--- src/rtl/key_debounce.sv ---
// Active-low push-button conditioner: 2-flop synchroniser, per-key debounce FSM,
// registered level plus single-cycle press/release/long-press pulses.
module key_debounce #(
  parameter int KEY_W           = 2,
  parameter int DEBOUNCE_CYCLES = 1000000,
  parameter int LONG_CYCLES     = 50000000
) (
  input  logic             clk,
  input  logic             rst_n,
  input  logic [KEY_W-1:0] key_n,
  output logic [KEY_W-1:0] key_level,
  output logic [KEY_W-1:0] key_press,
  output logic [KEY_W-1:0] key_release,
  output logic [KEY_W-1:0] key_long
);

  localparam int DEB_W  = $clog2(DEBOUNCE_CYCLES + 1);
  localparam int HOLD_W = (LONG_CYCLES > 0) ? $clog2(LONG_CYCLES + 1) : 1;
  localparam bit LONG_EN = (LONG_CYCLES > 0);
  // The entering sample already counts as 1, so a check completes once the
  // stored count reaches DEBOUNCE_CYCLES-1 on a further agreeing sample.
  localparam logic [DEB_W-1:0]  DEB_LAST  = DEB_W'(DEBOUNCE_CYCLES - 1);
  localparam logic [HOLD_W-1:0] HOLD_MAX  = HOLD_W'((LONG_CYCLES > 0) ? LONG_CYCLES : 1);
  localparam logic [HOLD_W-1:0] HOLD_FIRE = HOLD_W'((LONG_CYCLES > 0) ? LONG_CYCLES - 1 : 0);

  typedef enum logic [1:0] {
    S_UP     = 2'd0,
    S_DN_CHK = 2'd1,
    S_DOWN   = 2'd2,
    S_UP_CHK = 2'd3
  } state_t;

  logic [KEY_W-1:0] r_sync1;
  logic [KEY_W-1:0] r_sync2;

  always_ff @(posedge clk or negedge rst_n) begin
    if (!rst_n) begin
      r_sync1 <= '1;
      r_sync2 <= '1;
    end else begin
      r_sync1 <= key_n;
      r_sync2 <= r_sync1;
    end
  end

  genvar gi;
  generate
    for (gi = 0; gi < KEY_W; gi++) begin : g_key
      state_t            r_state, w_state_next;
      logic [DEB_W-1:0]  r_deb, w_deb_next;
      logic [HOLD_W-1:0] r_hold, w_hold_next, w_hold_inc;
      logic              r_long_done, w_long_done_next;
      logic              r_level, w_level_next;
      logic              r_press, w_press_next;
      logic              r_release, w_release_next;
      logic              r_long, w_long_next;
      logic              w_s;
      logic              w_deb_done;
      logic              w_long_fire;

      assign w_s         = r_sync2[gi];
      assign w_deb_done  = (r_deb >= DEB_LAST);
      assign w_hold_inc  = (r_hold != HOLD_MAX) ? r_hold + 1'b1 : r_hold;
      assign w_long_fire = LONG_EN && !r_long_done && (r_hold == HOLD_FIRE);

      always_ff @(posedge clk or negedge rst_n) begin
        if (!rst_n) begin
          r_state     <= S_UP;
          r_deb       <= '0;
          r_hold      <= '0;
          r_long_done <= 1'b0;
          r_level     <= 1'b0;
          r_press     <= 1'b0;
          r_release   <= 1'b0;
          r_long      <= 1'b0;
        end else begin
          r_state     <= w_state_next;
          r_deb       <= w_deb_next;
          r_hold      <= w_hold_next;
          r_long_done <= w_long_done_next;
          r_level     <= w_level_next;
          r_press     <= w_press_next;
          r_release   <= w_release_next;
          r_long      <= w_long_next;
        end
      end

      always_comb begin
        w_state_next     = r_state;
        w_deb_next       = r_deb;
        w_hold_next      = r_hold;
        w_long_done_next = r_long_done;
        w_level_next     = r_level;
        w_press_next     = 1'b0;
        w_release_next   = 1'b0;
        w_long_next      = 1'b0;
        case (r_state)
          S_UP: begin
            if (!w_s) begin
              w_state_next = S_DN_CHK;
              w_deb_next   = DEB_W'(1);
            end
          end
          S_DN_CHK: begin
            if (w_s) begin
              w_state_next = S_UP;
              w_deb_next   = '0;
            end else if (w_deb_done) begin
              w_state_next     = S_DOWN;
              w_deb_next       = '0;
              w_level_next     = 1'b1;
              w_press_next     = 1'b1;
              w_hold_next      = '0;
              w_long_done_next = 1'b0;
            end else begin
              w_deb_next = r_deb + 1'b1;
            end
          end
          S_DOWN: begin
            if (w_s) begin
              w_state_next = S_UP_CHK;
              w_deb_next   = DEB_W'(1);
            end else begin
              w_hold_next = w_hold_inc;
              if (w_long_fire) begin
                w_long_next      = 1'b1;
                w_long_done_next = 1'b1;
              end
            end
          end
          S_UP_CHK: begin
            // A low sample here is a held-key sample, so it advances the hold count.
            if (!w_s) begin
              w_state_next = S_DOWN;
              w_deb_next   = '0;
              w_hold_next  = w_hold_inc;
              if (w_long_fire) begin
                w_long_next      = 1'b1;
                w_long_done_next = 1'b1;
              end
            end else if (w_deb_done) begin
              w_state_next   = S_UP;
              w_deb_next     = '0;
              w_level_next   = 1'b0;
              w_release_next = 1'b1;
            end else begin
              w_deb_next = r_deb + 1'b1;
            end
          end
          default: w_state_next = S_UP;
        endcase
      end

      assign key_level[gi]   = r_level;
      assign key_press[gi]   = r_press;
      assign key_release[gi] = r_release;
      assign key_long[gi]    = r_long;
    end
  endgenerate

endmodule

--- config.mk ---
export PLATFORM = sky130hd
export DESIGN_NAME = key_debounce
export DESIGN_NICKNAME = d
export VERILOG_FILES = /design/src/rtl/key_debounce.sv
export SDC_FILE = /design/constraint.sdc
export NUM_CORES = 1
export LEC_CHECK = 0
export CELL_PAD_IN_SITES_DETAIL_PLACEMENT = 0
export CELL_PAD_IN_SITES_GLOBAL_PLACEMENT = 2
export CORE_MARGIN = 2
export CORE_UTILIZATION = 38
export CTS_BUF_LIST = sky130_fd_sc_hd__clkbuf_4
export DETAILED_ROUTE_END_ITERATION = 16
export PLACE_DENSITY = 0.87
export SLEW_MARGIN = 20
export SYNTH_ARGS = -nofsm -noshare
export SYNTH_HDL_FRONTEND = slang
export SYNTH_SLANG_ARGS = --single-unit
--- constraint.sdc ---
create_clock -name clk -period 2.2 [get_ports clk]
set_clock_uncertainty 0.2 [all_clocks]
set_input_delay 0.33 -clock clk [delete_from_list [all_inputs] [get_ports clk]]
set_output_delay 0.33 -clock clk [all_outputs]
set_load 0.02 [all_outputs]
==> reports/metrics.cfg, run 1 <==
[synthesis]
synth_mux_area_frac=0.00668
yosysMostFrequentCell=dfrtp_1
syn_avg_cell_area_um2=9.26
synth-compound-area-share=0.178
synth_top_area_frac=0.443
yosys-top-cells-count=dfrtp_1, nand2_1, nor2_1
synth.area.top_cells=dfrtp_1, o21ai_0, nand2_1
syn-num-nets=657
async_flop_share=1.00
yosys.area.top_type=dfrtp_1
syn_area_um2=5990
synthFlopType=dfrtp_1
synth-simple-area-share=0.269
synthXorXnorAreaFrac=0.0336
ys_seq_area_frac=0.460
yosys_register_bits=110
ys_types=72
synth_top_family_by_area=simple AND/OR/NAND/NOR gates
synth_edf_count=0
synthCells=647
synthAdderAreaFrac=0.0125
yosys_warnings=0

[worst_setup_path]
cp_max_fo=5
cp-end-kind=flop
cp.arrival_ns=2.47
crit_required_ns=2.38
start_kind=flop
worstSetupPathType=flop to flop

[detailed_routing]
drtIter0Drc=340
avgViaCountPerCell=5.60
drtAntennaViolNets=0
wl_per_cell_um=16.3
wirelength_mm=16.6
drtPass1Iterations=6
drc=0
vias=5687

[floorplan]
die_h_um=130
rows=45
io_pins=12
start_util=0.391
core_um2=15300
die_w_um=130
die_area_um2=16800

[run]
maxCapViolations=0

[finish]
final_nets=810
fill_cells=1361
regArea_um2=2760
multi_input_comb_area_um2=3560
drive_above_1_share=0.364
area_growth_pct=38.8

[sta]
relSlewSlack=0.717
worst_slack_ns=-0.0864
setup-violations-final=26
rsz0062_at_grt=yes
fmax_ghz=0.437
worstMarginPinSlew_ns=0.424
slew_violations=0
finalCritPeriodShare=1.04
finalHoldViolCount=0
layout_min_cycle_time_ns=2.29

[global_route]
grt_pass1_wl_mm=27.0
overflow=0
antenna_found_initial=1
grt_pass1_vias=5585
track_usage=0.201
grt_start_max_net_pins=55

[pwr]
ir_worst_vdd_uv=281
power_leakage_nw=3.68
power_mw=3.55
power_density_nw_per_um2=427

[outcome]
outcome=finished with violations
failed_checks=setup timing

[worst_hold_path]
hp-class=primary input to asynchronous set/reset pin

[clock_tree]
clockRootBuffer=clkbuf_4
cts_buffers=9
clkSinkCount=110
clock_latency_ns=0.48
cts_tree=built
htreeDepth=3
clockBufferDepth=2
clk_pin_slew_ns=0.16

[placed_design]
dp_hpwl_mm=10.6
dpl_worst_slack_ns=-0.292
portBuffers=11
place.gp.congestion=0.816

==> cells in the final DEF, fill, tap and decap left out, types with 4 or more instances in the layout <==
cell type,count
nand3_2,7
inv_1,18
and3_1,27
buf_12,4
o21ai_0,36
or4_4,7
nand3_1,28
xor2_1,13
nor3_2,4
and2_1,5
nor2_1,37
a21oi_2,10
or2_2,4
a21o_1,18
or3_1,13
nand2_2,4
dfrtp_1,103
clkdlybuf4s50_1,10
nor3b_1,5
xnor2_1,6
nor3_1,17
nor2_2,6
xor2_2,4
clkbuf_4,11
nor3_4,4
nor2_4,7
mux2i_1,4
nand2_1,50
a22o_1,6
dfstp_2,4
nand4_1,19
o31ai_1,6
buf_4,132
a21oi_1,30
buf_6,20
a31oi_1,12
o21ai_2,5
o21ai_1,5
==> area by class of cell <==
type	count	area share
clock buffers	11	0.00994
flip-flops and latches	110	0.332
repair buffers	171	0.180
inverters	19	0.00858
multi-input cells	489	0.428
well taps	211	0.0318
clock inverters	4	0.00873
diodes	1	0.000301
==> worst paths after layout <==
check,slack (ns),cells after the start,start,end
min in group clk,0.05,1,key_n[0],r_sync1[0]$_DFF_PN1_
worst min-delay path,0.05,2,rst_n,g_key[1].r_hold[5]$_DFFE_PN0P_
worst max register to register,-0.09,9,g_key[1].r_deb[10]$_DFFE_PN0P_,g_key[1].r_hold[6]$_DFFE_PN0P_
worst max-delay path,-0.09,9,g_key[1].r_deb[10]$_DFFE_PN0P_,g_key[1].r_hold[6]$_DFFE_PN0P_
worst min register to register,0.17,0,r_sync1[0]$_DFF_PN1_,r_sync2[0]$_DFF_PN1_
max in group asynchronous,1.10,3,rst_n,r_sync2[1]$_DFF_PN1_
==> cell families (layout without fill, tap and decap cells) <==
group,after synthesis,after routing
AND/OR/NAND/NOR,288,288
multiplexers,4,4
adder cells (fa/ha/maj),6,6
other,0,1
flip-flops,110,110
AO/OA/AOI/OAI,166,168
XOR/XNOR,23,23
buffers and inverters,50,205
==> worst max-delay path, cell delays in order (launching register included) <==
cell and delay (ns):
dfrtp_1 0.41, or4_4 0.55, nor3_4 0.22, buf_6 0.16, buf_6 0.09, a21oi_4 0.06, buf_6 0.14, nand3b_1 0.12
xor2_2 0.20, nor2_4 0.05
==> flip-flops by register name (all words and copies together), names as in the netlist, named ones only <==
| name | count |
|---|---|
| g_key.r_hold | 52 |
| g_key.r_deb | 40 |
| g_key.r_level | 2 |
| g_key.r_long | 2 |
| g_key.r_long_done | 2 |
| g_key.r_press | 2 |
| g_key.r_release | 2 |
| g_key.r_state | 2 |
| r_sync1 | 2 |
| r_sync2 | 2 |
==> timing repair <==
action                                  CTS  global route
endpoints found under the setup margin   77            87
hold endpoints to repair                107             0
pin swaps                                46            50
hold buffers                              2             0
resized for setup                        69            79
gates cloned                              5             1
buffers inserted                         17            11
==> routing by layer <==
metal	wire length (µm)	share of wire	global-route usage	vias to the layer above
met3	510	0.031	0.0438	19
li1	-	-	-	2707
met5	0	0	0	-
met1	7130	0.43	0.253	2845
met4	214	0.013	0.0512	0
met2	8700	0.53	0.352	116
==> power by group <==
part | leakage, nW | internal (mW) | total [mW] | switching (mW)
Combinational | 2.09 | 0.140 | 0.310 | 0.170
Sequential | 1.51 | 2.06 | 2.09 | 0.0297
Clock | 0.0829 | 0.480 | 1.15 | 0.670
==> per-stage QoR <==
| step | cell area, µm² | setup TNS, ns | utilization | hold slack, ns | instances |
|---|---|---|---|---|---|
| after floorplan | 6000 | 0 | - | -0.166 | 647 |
| after global placement | 7210 | -3.82 | 0.471 | 0.0282 | 964 |
| after detailed placement | 7210 | -6.91 | 0.471 | 0.0293 | 964 |
| after CTS | 7870 | -1.04 | 0.514 | 0.0159 | 1003 |
| after global routing | 8310 | -4.84 | 0.543 | 0.0106 | 1016 |
| final | 8310 | -1.09 | 0.543 | 0.0478 | 1016 |
Note: power is estimated with default switching activity, not from simulation.
==> inputs of run 2 (changes only) <==
Settings changed: CORE_MARGIN 2 to 8.
==> reports/metrics.cfg, run 2 (same netlist as run 1, synthesis figures left out) <==
[global_route]
grtUsageMet3=0.0276  ; -0.0162
use_met1=0.189  ; -0.0633
grt_start_max_net_pins=48  ; -13%
busiest_layer=met2
grt_pass1_vias=5437  ; -2.6%
track_usage=0.155  ; -0.0457
grt_pass1_wl_mm=25.6  ; -5.2%
global_route.usage.met2=0.273  ; -0.0791
antenna_found_initial=1  ; unchanged
overflow=0  ; unchanged

[detailed_routing]
avgViaCountPerCell=5.40  ; -3.6%
wl_per_cell_um=15.5  ; -5.1%
wirelength_mm=15.6  ; -5.8%
drtIter0Drc=272  ; -20%
drc=0  ; unchanged
vias=5447  ; -4.2%
drtPass1Iterations=4  ; -2
drtAntennaViolNets=0  ; unchanged

[sta]
tns_ns=-0.658  ; +0.431 ns
rsz0062_at_grt=yes
worstMarginPinSlew_ns=0.407  ; -0.0171 ns
fmax_ghz=0.441  ; +0.81%
layout_min_cycle_time_ns=2.27  ; -0.0184 ns
relSlewSlack=0.728  ; +0.0115
finalCritPeriodShare=1.03  ; -0.00836
finalHoldViolCount=0  ; unchanged
fin_hold_ws_ns=0.0600  ; +0.0122 ns
worst_slack_ns=-0.0680  ; +0.0184 ns
slew_violations=0  ; unchanged
setup-violations-final=19  ; -27%

[finish]
drive_above_1_share=0.351  ; -0.0134
largest_register_ffs=52  ; unchanged
area_growth_pct=36.0
top_register=g_key.r_hold
final_nets=797  ; -1.6%
final_cell_mix=buf_4, dfrtp_1, nand2_1, nor2_1, o21ai_0
top_regs=g_key.r_hold x52, g_key.r_deb x40
layout_commonest_cell=buf_4

[clock_tree]
clockRootBuffer=clkbuf_4
htreeDepth=3  ; unchanged
clkSinkCount=110  ; unchanged
cts_tree=built
clockBufferDepth=2  ; unchanged
cts_buffers=9  ; unchanged
clk_pin_slew_ns=0.18  ; +0.02 ns
clock_latency_ns=0.49  ; about the same

[worst_setup_path]
crit_family=simple AND/OR/NAND/NOR gates
r2r-end=g_key[1].r_deb[12]$_DFFE_PN0P_
cp.arrival_ns=2.48  ; about the same
reg2reg_from=g_key[1].r_deb[11]$_DFFE_PN0P_
worstSetupPathType=flop to flop
cp-end-kind=flop
worst_path_max_delay_cell=or4_4
reg2regPathDepth=7  ; -2
crit_required_ns=2.41  ; +0.03 ns
r2r_slack_ns=-0.07  ; +0.02 ns
cp_slowest_stage_delay_ns=0.55  ; about the same
worstSetupStartpoint=g_key[1].r_deb[11]$_DFFE_PN0P_
crit_buf_inv=1  ; -2
crit_chain=or4_4, nor3_4, a21oi_4, buf_6, or2_4, a31o_1, a31oi_1
cp_max_fo=8  ; +3
start_kind=flop

[floorplan]
die_h_um=142  ; +9.3%
die_w_um=142  ; +9.3%
io_pins=12  ; unchanged
die_area_um2=20000  ; +19%
rows=46  ; +2.2%
start_util=0.383  ; -0.00850
core_um2=15700  ; +2.2%

[pwr]
seqPwrFrac=0.573  ; -0.016
intPower_mw=2.77  ; +3.4%
pwr-share-comb=0.084  ; -0.003
power_density_nw_per_um2=448  ; +4.8%
power_switching_share=0.240  ; -0.00450
power.switching_mw=0.877  ; +0.85%
power_leakage_nw=3.61  ; -1.8%
power_frac_clock=0.343  ; +0.019
ir_worst_vdd_uv=255  ; -9.5%

[worst_hold_path]
hp-class=primary input to asynchronous set/reset pin

[run]
maxCapViolations=0  ; unchanged

[outcome]
failed_checks=setup timing
outcome=finished with violations

[placed_design]
dp_hpwl_mm=10.5  ; -0.94%
portBuffers=11  ; unchanged
place.gp.congestion=0.829  ; +1.7%

run 2: stage by stage:
step                std cells  cell area [µm²]  setup WS, ns  total power, mW   util
finish                   1009             8150       -0.0680             3.65  0.520
global route             1009             8150        -0.149             3.80  0.520
CTS                       986             7610        -0.123             3.67  0.486
detailed placement        960             7150        -0.291             2.40  0.457
global placement          960             7150        -0.267             2.39  0.457
floorplan                 647             6000      0.000848             2.24      -
run 2: per-layer routing:
metal / share of wire / routed length, µm
met2: 0.51 / 8030
met1: 0.45 / 6980
met4: 0.015 / 237
met3: 0.022 / 348
met5: 0 / 0
run 2: power groups by stage:
| stage | logic [mW] | clock network (mW) | registers, mW |
|---|---|---|---|
| global route | 0.342 | 1.36 | 2.10 |
| finish | 0.306 | 1.25 | 2.09 |
| global placement | 0.267 | 0 | 2.12 |
| CTS | 0.283 | 1.30 | 2.09 |
| detailed placement | 0.275 | 0 | 2.13 |
| floorplan | 0.109 | 0 | 2.13 |
run 2: layout make-up:
type / instances / area [µm²]
Timing Repair Buffer: 159 / 1340
Multi-Input combinational cell: 488 / 3520
Sequential cell: 110 / 2760
Clock inverter: 7 / 113
Fill cell: 1451 / 7510
Clock buffer: 9 / 67.6
Antenna cell: 1 / 2.50
Inverter: 19 / 71.3
Tap cell: 216 / 270
run 2: worst register-to-register path: cells and delay by family, from the launching register on:
kind	cells	cell delay (ns)
simple gates	3	1.01
flops	1	0.42
compound gates	3	0.43
buf+inv	1	0.14
run 2: what timing repair did:
action,CTS,global route
endpoints found under the hold margin,108,1
hold buffers,2,1
setup endpoints to repair,59,80
gates resized for setup,42,105
pin swaps,32,46
cloned,2,2
buffers inserted,6,22
run 2: how the worst max path moves through the flow:
stage	to	cells after the start
6_report	g_key[1].r_deb[12]$_DFFE_PN0P_	7
5_1_grt	g_key[1].r_deb[12]$_DFFE_PN0P_	7
4_1_cts	g_key[1].r_deb[12]$_DFFE_PN0P_	7
3_5_place_dp	g_key[1].r_hold[18]$_DFFE_PN0P_	7
3_3_place_gp	g_key[1].r_hold[18]$_DFFE_PN0P_	7
2_1_floorplan	g_key[0].r_hold[17]$_DFFE_PN0P_	7
==> inputs of run 3 (changes only) <==
Settings changed: REMOVE_ABC_BUFFERS from default to 1.
==> reports/metrics.cfg, run 3 (same netlist as run 1, synthesis figures left out) <==
[outcome]
outcome=finished with violations
failed_checks=setup timing

[floorplan]
die_h_um=142  ; unchanged
start_util=0.383  ; unchanged
die_w_um=142  ; unchanged
core_um2=15700  ; unchanged
io_pins=12  ; unchanged
die_area_um2=20000  ; unchanged
rows=46  ; unchanged

[clock_tree]
cts_tree=built
clockBufferDepth=2  ; unchanged
cts_buffers=9  ; unchanged
clockRootBuffer=clkbuf_4
clkSinkCount=110  ; unchanged
clock_latency_ns=0.49  ; about the same
clk_pin_slew_ns=0.18  ; about the same
htreeDepth=3  ; unchanged

[worst_setup_path]
crit_chain=or4_4, nor3_4, a21oi_4, or2_4, a31o_1, a31oi_1
reg2reg_from=g_key[1].r_deb[10]$_DFFE_PN0P_
cp_max_fo=6  ; -2
cp-end-kind=flop
endpoint=g_key[1].r_deb[12]$_DFFE_PN0P_
crit_buf_inv=0  ; -1
start_kind=flop
crit_family=simple AND/OR/NAND/NOR gates
cp_slowest_stage_delay_ns=0.55  ; about the same
crit_required_ns=2.41  ; about the same
worstSetupPathDepth=6  ; -1
r2r_slack_ns=-0.08  ; about the same
worstSetupPathType=flop to flop
worst_path_max_delay_cell=or4_4
cp.arrival_ns=2.49  ; about the same
worstSetupStartpoint=g_key[1].r_deb[10]$_DFFE_PN0P_
reg2regPathDepth=6  ; -1
r2r-end=g_key[1].r_deb[12]$_DFFE_PN0P_

[pwr]
seqPwrFrac=0.598  ; +0.025
power_switching_share=0.265  ; +0.0250
intPower_mw=2.56  ; -7.5%
pwr-share-comb=0.094  ; +0.010
power.switching_mw=0.926  ; +5.6%
ir_worst_vdd_uv=363  ; +43%
power_leakage_nw=3.66  ; +1.4%
power_density_nw_per_um2=424  ; -5.4%
power_frac_clock=0.307  ; -0.036

[placed_design]
portBuffers=11  ; unchanged
dp_hpwl_mm=11.0  ; +5.0%
postPlaceCellArea_um2=7230  ; +1.1%
place.gp.congestion=0.812  ; -2.1%
dp.cells=974  ; +1.5%
dpl_worst_slack_ns=-0.307  ; -0.0155 ns

[finish]
drive_above_1_share=0.369  ; +0.0177
top_register=g_key.r_hold
layout_commonest_cell=buf_4
final_nets=816  ; +2.4%
largest_register_ffs=52  ; unchanged
area_growth_pct=37.6
stdcell_area_um2=8240  ; +1.2%
top_regs=g_key.r_hold x52, g_key.r_deb x40
fin_util=0.526  ; +0.00599
layout.cells.non_filler=1028  ; +1.9%
final_cell_mix=buf_4, dfrtp_1, nand2_1, nor2_1, a21oi_1

[detailed_routing]
wirelength_mm=16.3  ; +4.6%
avgViaCountPerCell=5.46  ; +1.2%
wl_per_cell_um=15.9  ; +2.7%
drtIter0Drc=357  ; +31%
drc=0  ; unchanged
drtAntennaViolNets=0  ; unchanged
vias=5614  ; +3.1%
drtPass1Iterations=5  ; +1

[worst_hold_path]
hp-class=primary input to asynchronous set/reset pin

[global_route]
grt_pass1_wl_mm=26.6  ; +4.2%
antenna_found_initial=1  ; unchanged
track_usage=0.161  ; +0.00613
overflow=0  ; unchanged
grt_pass1_vias=5520  ; +1.5%
grt_start_max_net_pins=35  ; -27%

[sta]
rsz0062_at_grt=yes
fmax_ghz=0.439  ; -0.32%
finalHoldViolCount=0  ; unchanged
setup-violations-final=17  ; -2
relSlewSlack=0.672  ; -0.0557
slew_violations=0  ; unchanged
finalCritPeriodShare=1.03  ; +0.00335
layout_min_cycle_time_ns=2.28  ; +0.00737 ns
worst_slack_ns=-0.0753  ; -0.00737 ns
worstMarginPinSlew_ns=0.489  ; +0.0825 ns
fin_hold_ws_ns=0.126  ; +0.0656 ns

[run]
maxCapViolations=0  ; unchanged

==> run 3: changes by cell type in the layout (fill, tap and decap cells not counted), moves of 4 or more <==
cell,before,now
nor2_2,9,2
o21ai_0,32,26
nand3_2,8,12
nor2_1,37,46
buf_4,122,142
o21ai_2,5,9
==> run 3: worst min-delay path by stage <==
stage	startpoint	endpoint	slack (ns)	cells after the start
4_1_cts	key_n[0]	r_sync1[0]$_DFF_PN1_	0.003	1
5_1_grt	rst_n	g_key[0].r_deb[16]$_DFFE_PN0P_	0.12	2
3_3_place_gp	rst_n	g_key[0].r_deb[12]$_DFFE_PN0P_	0.12	1
3_5_place_dp	rst_n	g_key[0].r_deb[12]$_DFFE_PN0P_	0.12	1
6_report	rst_n	g_key[0].r_deb[15]$_DFFE_PN0P_	0.13	2
2_1_floorplan	rst_n	asynchronous set/reset pin	-0.17	0
==> run 3: what timing repair did <==
action	4_1_cts	5_1_grt
setup endpoints to repair	78	77
resized for setup	36	113
gates cloned	2	3
hold buffers	2	1
pin swaps	21	66
hold endpoints to repair	109	1
setup buffers	11	20
==> run 3: stage by stage <==
stage	power, mW	setup TNS [ns]
floorplan	2.23	-11.11
global placement	2.40	-5.15
detailed placement	2.41	-8.40
CTS	3.51	-0.816
global route	3.65	-3.56
finish	3.49	-0.399
==> run 3: power groups by stage <==
stage | registers [mW] | clock network (mW) | logic (mW)
final | 2.09 | 1.07 | 0.330
after global routing | 2.09 | 1.19 | 0.367
after CTS | 2.09 | 1.12 | 0.303
after detailed placement | 2.12 | 0 | 0.286
after global placement | 2.12 | 0 | 0.277
after floorplan | 2.13 | 0 | 0.0976
==> run 3: cell type report <==
| cell class | instances | area, µm² |
|---|---|---|
| fill | 1454 | 7420 |
| multi-input combinational | 488 | 3530 |
| sequential | 110 | 2760 |
| timing repair buffer | 178 | 1470 |
| tap | 216 | 270 |
| clock inverter | 7 | 71.3 |
| inverter | 19 | 71.3 |
| clock buffer | 9 | 67.6 |
| antenna | 1 | 2.50 |
==> run 3: worst register-to-register path, stage by stage, from the launching register on <==
cell     delay, ns
dfrtp_1       0.41
or4_4         0.55
nor3_4        0.30
a21oi_4       0.14
or2_4         0.29
a31o_1        0.19
a31oi_1       0.12
==> run 3: metal layers <==
metal / routed length, µm / vias to the layer above / share of wire / track usage
met5: 0 / - / 0 / 0
met4: 223 / 0 / 0.014 / 0.0430
met3: 563 / 20 / 0.035 / 0.0346
met2: 8420 / 103 / 0.52 / 0.282
met1: 7110 / 2789 / 0.44 / 0.197
li1: - / 2702 / - / -
